==> src/rtl/pipe_pkg.sv <==
// Shared definitions for the 5-stage MIPS pipeline: widths, default NOP and
// fetch-stage state encodings.
package pipe_pkg;

    localparam int unsigned INSTR_W = 32;
    localparam int unsigned ADDR_W  = 32;

    localparam logic [INSTR_W-1:0] NOP_INSTR_DEFAULT = 32'h0000_0000;

    localparam logic [1:0] FETCH_BOOT  = 2'd0;
    localparam logic [1:0] FETCH_RUN   = 2'd1;
    localparam logic [1:0] FETCH_STALL = 2'd2;

endpackage

==> src/rtl/sat_counter.sv <==
// Up-counter that sticks at all-ones instead of wrapping.
module sat_counter #(
    parameter int unsigned WIDTH = 16
) (
    input  logic             clock,
    input  logic             reset_n,
    input  logic             inc,
    output logic [WIDTH-1:0] count
);

    always_ff @(posedge clock or negedge reset_n) begin
        if (!reset_n) begin
            count <= '0;
        end else if (inc && (count != '1)) begin
            count <= count + 1'b1;
        end
    end

endmodule

==> src/rtl/fetch_stage.sv <==
// IF stage with IF/ID pipeline register: PC ownership, stall/flush handling,
// boot bubble, stall watchdog and performance counters.
module fetch_stage
    import pipe_pkg::*;
#(
    parameter logic [ADDR_W-1:0]  RESET_PC  = 32'h0000_0000,
    parameter logic [INSTR_W-1:0] NOP_INSTR = NOP_INSTR_DEFAULT,
    parameter int unsigned        STALL_MAX = 15,
    parameter int unsigned        CNT_W     = 16
) (
    input  logic               clock,
    input  logic               reset_n,
    input  logic               PC_Write,
    input  logic               IF_ID_Write,
    input  logic               Flush,
    input  logic [ADDR_W-1:0]  Redirect_PC,
    output logic [ADDR_W-1:0]  Imem_Addr,
    input  logic [INSTR_W-1:0] Imem_Data,
    output logic [ADDR_W-1:0]  PC_ID,
    output logic [ADDR_W-1:0]  PC_Plus4_ID,
    output logic [INSTR_W-1:0] Instruction_ID,
    output logic               Valid_ID,
    output logic               Misalign,
    output logic               Stall_Timeout,
    output logic [CNT_W-1:0]   Stall_Count,
    output logic [CNT_W-1:0]   Flush_Count
);

    localparam int unsigned       RUN_W     = $clog2(STALL_MAX + 2);
    localparam logic [RUN_W-1:0]  RUN_LIMIT = RUN_W'(STALL_MAX + 1);

    logic [1:0]        state, stateNext;
    logic [RUN_W-1:0]  stallRun, stallRunNext;
    logic [ADDR_W-1:0] pc;
    logic              active;
    logic              stallCycle;
    logic              flushCycle;

    assign active     = (state != FETCH_BOOT);
    assign stallCycle = active && !Flush && !PC_Write;
    assign flushCycle = active && Flush;

    assign Imem_Addr   = pc;
    assign PC_Plus4_ID = PC_ID + 32'd4;

    always_comb begin
        stateNext    = state;
        stallRunNext = stallRun;
        case (state)
            FETCH_BOOT: stateNext = FETCH_RUN;
            FETCH_RUN: begin
                if (!Flush && !PC_Write) begin
                    stateNext    = FETCH_STALL;
                    stallRunNext = RUN_W'(1);
                end
            end
            FETCH_STALL: begin
                if (PC_Write || Flush) begin
                    stateNext    = FETCH_RUN;
                    stallRunNext = '0;
                end else if (stallRun != RUN_LIMIT) begin
                    stallRunNext = stallRun + 1'b1;
                end
            end
            default: begin
                stateNext    = FETCH_BOOT;
                stallRunNext = '0;
            end
        endcase
    end

    always_ff @(posedge clock or negedge reset_n) begin
        if (!reset_n) begin
            state         <= FETCH_BOOT;
            stallRun      <= '0;
            Stall_Timeout <= 1'b0;
        end else begin
            state    <= stateNext;
            stallRun <= stallRunNext;
            if (stallRunNext == RUN_LIMIT) begin
                Stall_Timeout <= 1'b1;
            end
        end
    end

    // Flush outranks PC_Write so a taken branch redirects even during a stall
    always_ff @(posedge clock or negedge reset_n) begin
        if (!reset_n) begin
            pc       <= RESET_PC;
            Misalign <= 1'b0;
        end else if (active) begin
            if (Flush) begin
                pc <= {Redirect_PC[ADDR_W-1:2], 2'b00};
                if (Redirect_PC[1:0] != 2'b00) begin
                    Misalign <= 1'b1;
                end
            end else if (PC_Write) begin
                pc <= pc + 32'd4;
            end
        end
    end

    always_ff @(posedge clock or negedge reset_n) begin
        if (!reset_n) begin
            Instruction_ID <= NOP_INSTR;
            PC_ID          <= RESET_PC;
            Valid_ID       <= 1'b0;
        end else if (!active || Flush) begin
            Instruction_ID <= NOP_INSTR;
            Valid_ID       <= 1'b0;
        end else if (IF_ID_Write) begin
            Instruction_ID <= Imem_Data;
            PC_ID          <= pc;
            Valid_ID       <= 1'b1;
        end
    end

    sat_counter #(.WIDTH(CNT_W)) uStallCount (
        .clock   (clock),
        .reset_n (reset_n),
        .inc     (stallCycle),
        .count   (Stall_Count)
    );

    sat_counter #(.WIDTH(CNT_W)) uFlushCount (
        .clock   (clock),
        .reset_n (reset_n),
        .inc     (flushCycle),
        .count   (Flush_Count)
    );

endmodule

==> config.mk <==
export PLATFORM = sky130hd
export DESIGN_NAME = fetch_stage
export DESIGN_NICKNAME = d
export VERILOG_FILES = /design/src/rtl/pipe_pkg.sv /design/src/rtl/sat_counter.sv /design/src/rtl/fetch_stage.sv
export SDC_FILE = /design/constraint.sdc
export NUM_CORES = 1
export LEC_CHECK = 0
export ABC_AREA = 1
export BUFFER_PORTS_ARGS = -buffer_cell sky130_fd_sc_hd__buf_2
export CAP_MARGIN = 15
export CORE_MARGIN = 2
export CORE_UTILIZATION = 48
export DETAILED_ROUTE_END_ITERATION = 16
export PLACE_DENSITY = 0.78
export SYNTH_ARGS = -nofsm -noshare
export SYNTH_HDL_FRONTEND = slang
export SYNTH_SLANG_ARGS = --single-unit
==> constraint.sdc <==
create_clock -name clock -period 1.4 [get_ports clock]
set_input_delay 0.07 -clock clock [delete_from_list [all_inputs] [get_ports clock]]
set_output_delay 0.07 -clock clock [all_outputs]
set_load 0.03 [all_outputs]
==> reports/metrics.cfg <==
[outcome]
status = complete, but fails checks
violations = setup timing

[worst_setup_path]
slowest_delay_ns = 0.40
r2r_slack_ns = -0.29
worstPathMaxFanout = 4
crit_required_ns = 1.33
path_class = reg2out
r2r-start = Imem_Addr[3]$_DFFE_PN0P_
rr_worst_depth = 8
cpMaxStageDelayCell = dfrtp_2
crit_buf_inv = 4
path_delay_family = simple AND/OR/NAND/NOR gates
cp-end-kind = primary output
r2r_end = Imem_Addr[8]$_DFFE_PN0P_
cp.depth = 9
crit_top_cell = buf_6
worst_setup_path_start_kind = flip-flop
arrival_ns = 2.10
cp_cell_sequence = buf_4 > buf_6 > nand3_4 > inv_4 > nand2_4 > nor2_4 > nand4_1 > xnor2_2 > buf_6

[hold_path]
holdPathEnd = Imem_Addr[27]$_DFFE_PN0P_
hold_path.startpoint = Redirect_PC[27]
worstHoldPathType = in2reg
holdPathStages = 5

[route]
first_pass_iters = 9
drt-total-wl_mm = 37.3
viasPerCell = 5.74
wire_per_inst_um = 20.8
vias = 10300
drc = 0
first_iter_violations = 1181
drtAntennaViolNets = 0

[global_routing]
grt_max_degree = 40
first_global_vias = 9340
grt_usage = 0.336
grt_pass1_wl_mm = 46.8
grt_overflow = 0
antenna_found_initial = 2

[timing]
fmax_mhz = 461
hold_viol = 0
drv_slew = 0
rsz0062_at_grt = yes
tns_ns = -24.68
setup_viol_count_final = 83
post-route-period-util = 1.55
worst_slack_ns = -0.771
fin_skew_ns = 0.0128
period_minus_slack_ns = 2.17

[layout]
layout.cells.non_filler = 1795
regArea_mm2 = 0.00342
layout_commonest_cell = nand2_1
final_cell_mix = nand2_1, buf_2, buf_4
fin_nets = 1639
fillers = 755
final_layout_size_suffix_gt1_frac = 0.507
synthToLayoutAreaGrowth_pct = 76.8
multi_input_area_mm2 = 0.00514

[synth]
synthMuxAreaShare = 0.00557
synth_top_family_by_area = simple AND/OR/NAND/NOR gates
synth_compound_area_frac = 0.0902
synth-adder-area-share = 0.00954
synthSimpleGateAreaFrac = 0.298
yosysTopAreaCellShare = 0.426
synth.area.top_cells = dfrtp_1, nand2_1, inv_1
avgSynthCellArea_um2 = 7.41
yosys_register_bits = 134
yosys.area.top_type = dfrtp_1
synthXorXnorAreaFrac = 0.0646
yosys_warnings = 0
synth_cells = 1062
yosysUniqueCellTypes = 42
yosysSeqAreaShare = 0.426
synth_area_mm2 = 0.00787

[power_and_ir_drop]
ir_drop_mv = 1.08
p_per_area_mw_per_mm2 = 1540
p_total_mw = 21.5
sw_frac_of_total = 0.462
p_clk_frac = 0.207
comb_power_share = 0.521
leakage_nw = 6.89
internal_power_mw = 11.5
p_sw_mw = 9.91
sequentialPowerShare = 0.272

[clock_network]
cts_tree = done
clk_pin_slew_worst_paths_ns = 0.07
cts_buffers = 17
cts_sinks = 134
cts_root_buffer = clkbuf_16
ctsLongestPathBuffers = 2
htree_levels = 4
clock_latency_ns = 0.44

[floorplan]
pin_count = 232
die_area_mm2 = 0.0174
start_util = 0.494
core_region_area_mm2 = 0.0159
dieWidth_um = 132
die_height_um = 132
num_rows = 46

[place]
port_buffers = 225
dp_cells = 1648
gp_congestion = 0.909
dp_hpwl_mm = 18.9

[job]
max-cap-violations = 0

through the flow:
| stage | cell area [µm²] | utilization | worst slack [ns] | hold WS, ns |
|---|---|---|---|---|
| after detailed placement | 11100 | 0.696 | -0.240 | -0.0438 |
| after floorplan | 8510 | - | -0.271 | -0.226 |
| after CTS | 12900 | 0.811 | -0.684 | 0.00388 |
| after global placement | 11100 | 0.696 | -0.198 | -0.0430 |
| final | 13900 | 0.873 | -0.771 | 0.0113 |
| after global routing | 13900 | 0.873 | -0.844 | 0.0433 |
cells in the mapped netlist, drive strengths merged:
| library cell | number |
|---|---|
| nor4 | 2 |
| xor2 | 35 |
| xnor2 | 23 |
| inv | 161 |
| o21ai | 63 |
| ha | 6 |
| a22oi | 1 |
| nand2 | 292 |
| a31oi | 2 |
| nand4 | 14 |
| o211ai | 1 |
| buf | 27 |
| or2 | 1 |
| mux2i | 1 |
| nor3 | 24 |
| mux2 | 3 |
| o21bai | 1 |
| clkbuf | 7 |
| a21oi | 18 |
| dfrtp | 134 |
| nand3 | 71 |
| o22ai | 37 |
| a32oi | 1 |
| conb | 1 |
| nor2 | 136 |
layout make-up:
cell class,instances,area share
clock buffer,17,0.0306
multi-input combinational,741,0.370
sequential,134,0.246
inverter,161,0.0458
antenna,2,0.000360
timing repair buffer,509,0.278
tap,216,0.0194
clock inverter,15,0.00962
routing by layer:
| layer | share of wire | up-vias | track usage | wire, µm |
|---|---|---|---|---|
| met5 | 0 | - | 0 | 0 |
| met4 | 0.079 | 0 | 0.163 | 2940 |
| li1 | - | 4360 | - | - |
| met3 | 0.094 | 282 | 0.0584 | 3520 |
| met1 | 0.34 | 4799 | 0.391 | 12500 |
| met2 | 0.49 | 867 | 0.598 | 18300 |
how the worst max path moves through the flow:
stage / startpoint / endpoint / slack (ns)
after floorplan: PC_ID[2]$_DFFE_PN0P_ / PC_Plus4_ID[20] / -0.27
after global placement: PC_ID[19]$_DFFE_PN0P_ / PC_Plus4_ID[24] / -0.20
after detailed placement: PC_ID[3]$_DFFE_PN0P_ / PC_Plus4_ID[26] / -0.24
after CTS: PC_ID[2]$_DFFE_PN0P_ / PC_Plus4_ID[18] / -0.68
after global routing: PC_ID[2]$_DFFE_PN0P_ / PC_Plus4_ID[18] / -0.84
final: PC_ID[2]$_DFFE_PN0P_ / PC_Plus4_ID[27] / -0.77
kinds of logic after synthesis:
| logic type | count (synthesis) |
|---|---|
| and+or+nand+nor | 540 |
| adders and majority gates | 6 |
| AOI/OAI and AO/OA | 124 |
| xor gates and xnor gates | 58 |
| buffers and inverters | 195 |
| other | 1 |
| DFF | 134 |
| muxes | 4 |
worst register-to-register path: stages (launching register included):
cell and delay [ns]:
dfrtp_2 0.44, ha_4 0.18, nand2_4 0.10, nor2_4 0.19, buf_4 0.16, nor2_1 0.05
o21ai_0 0.25, nand2_1 0.11, inv_1 0.13
state kept, by name (all words and copies together) (netlist names):
signal and flops:
uFlushCount.count 16, uStallCount.count 16, Stall_Timeout 1, Imem_Addr 30, state 2, stallRun 5, PC_ID 30, Instruction_ID 32
Valid_ID 1, Misalign 1
power by group through the flow:
stage                     Sequential, mW  Combinational, mW  Clock (mW)
after floorplan                     7.48               3.24           0
after global placement              5.61               8.43           0
after detailed placement            5.66               8.60           0
after CTS                           5.65               9.50        4.32
after global routing                5.89               11.6        4.61
final                               5.83               11.2        4.45
what timing repair did:
action	4_1_cts	5_1_grt
buffers inserted	22	36
cloned	2	1
endpoints found under the setup margin	72	112
pin swaps	41	78
hold endpoints to repair	190	0
hold buffers	58	0
resized for setup	142	198
Power figures use the tool's default switching activity.
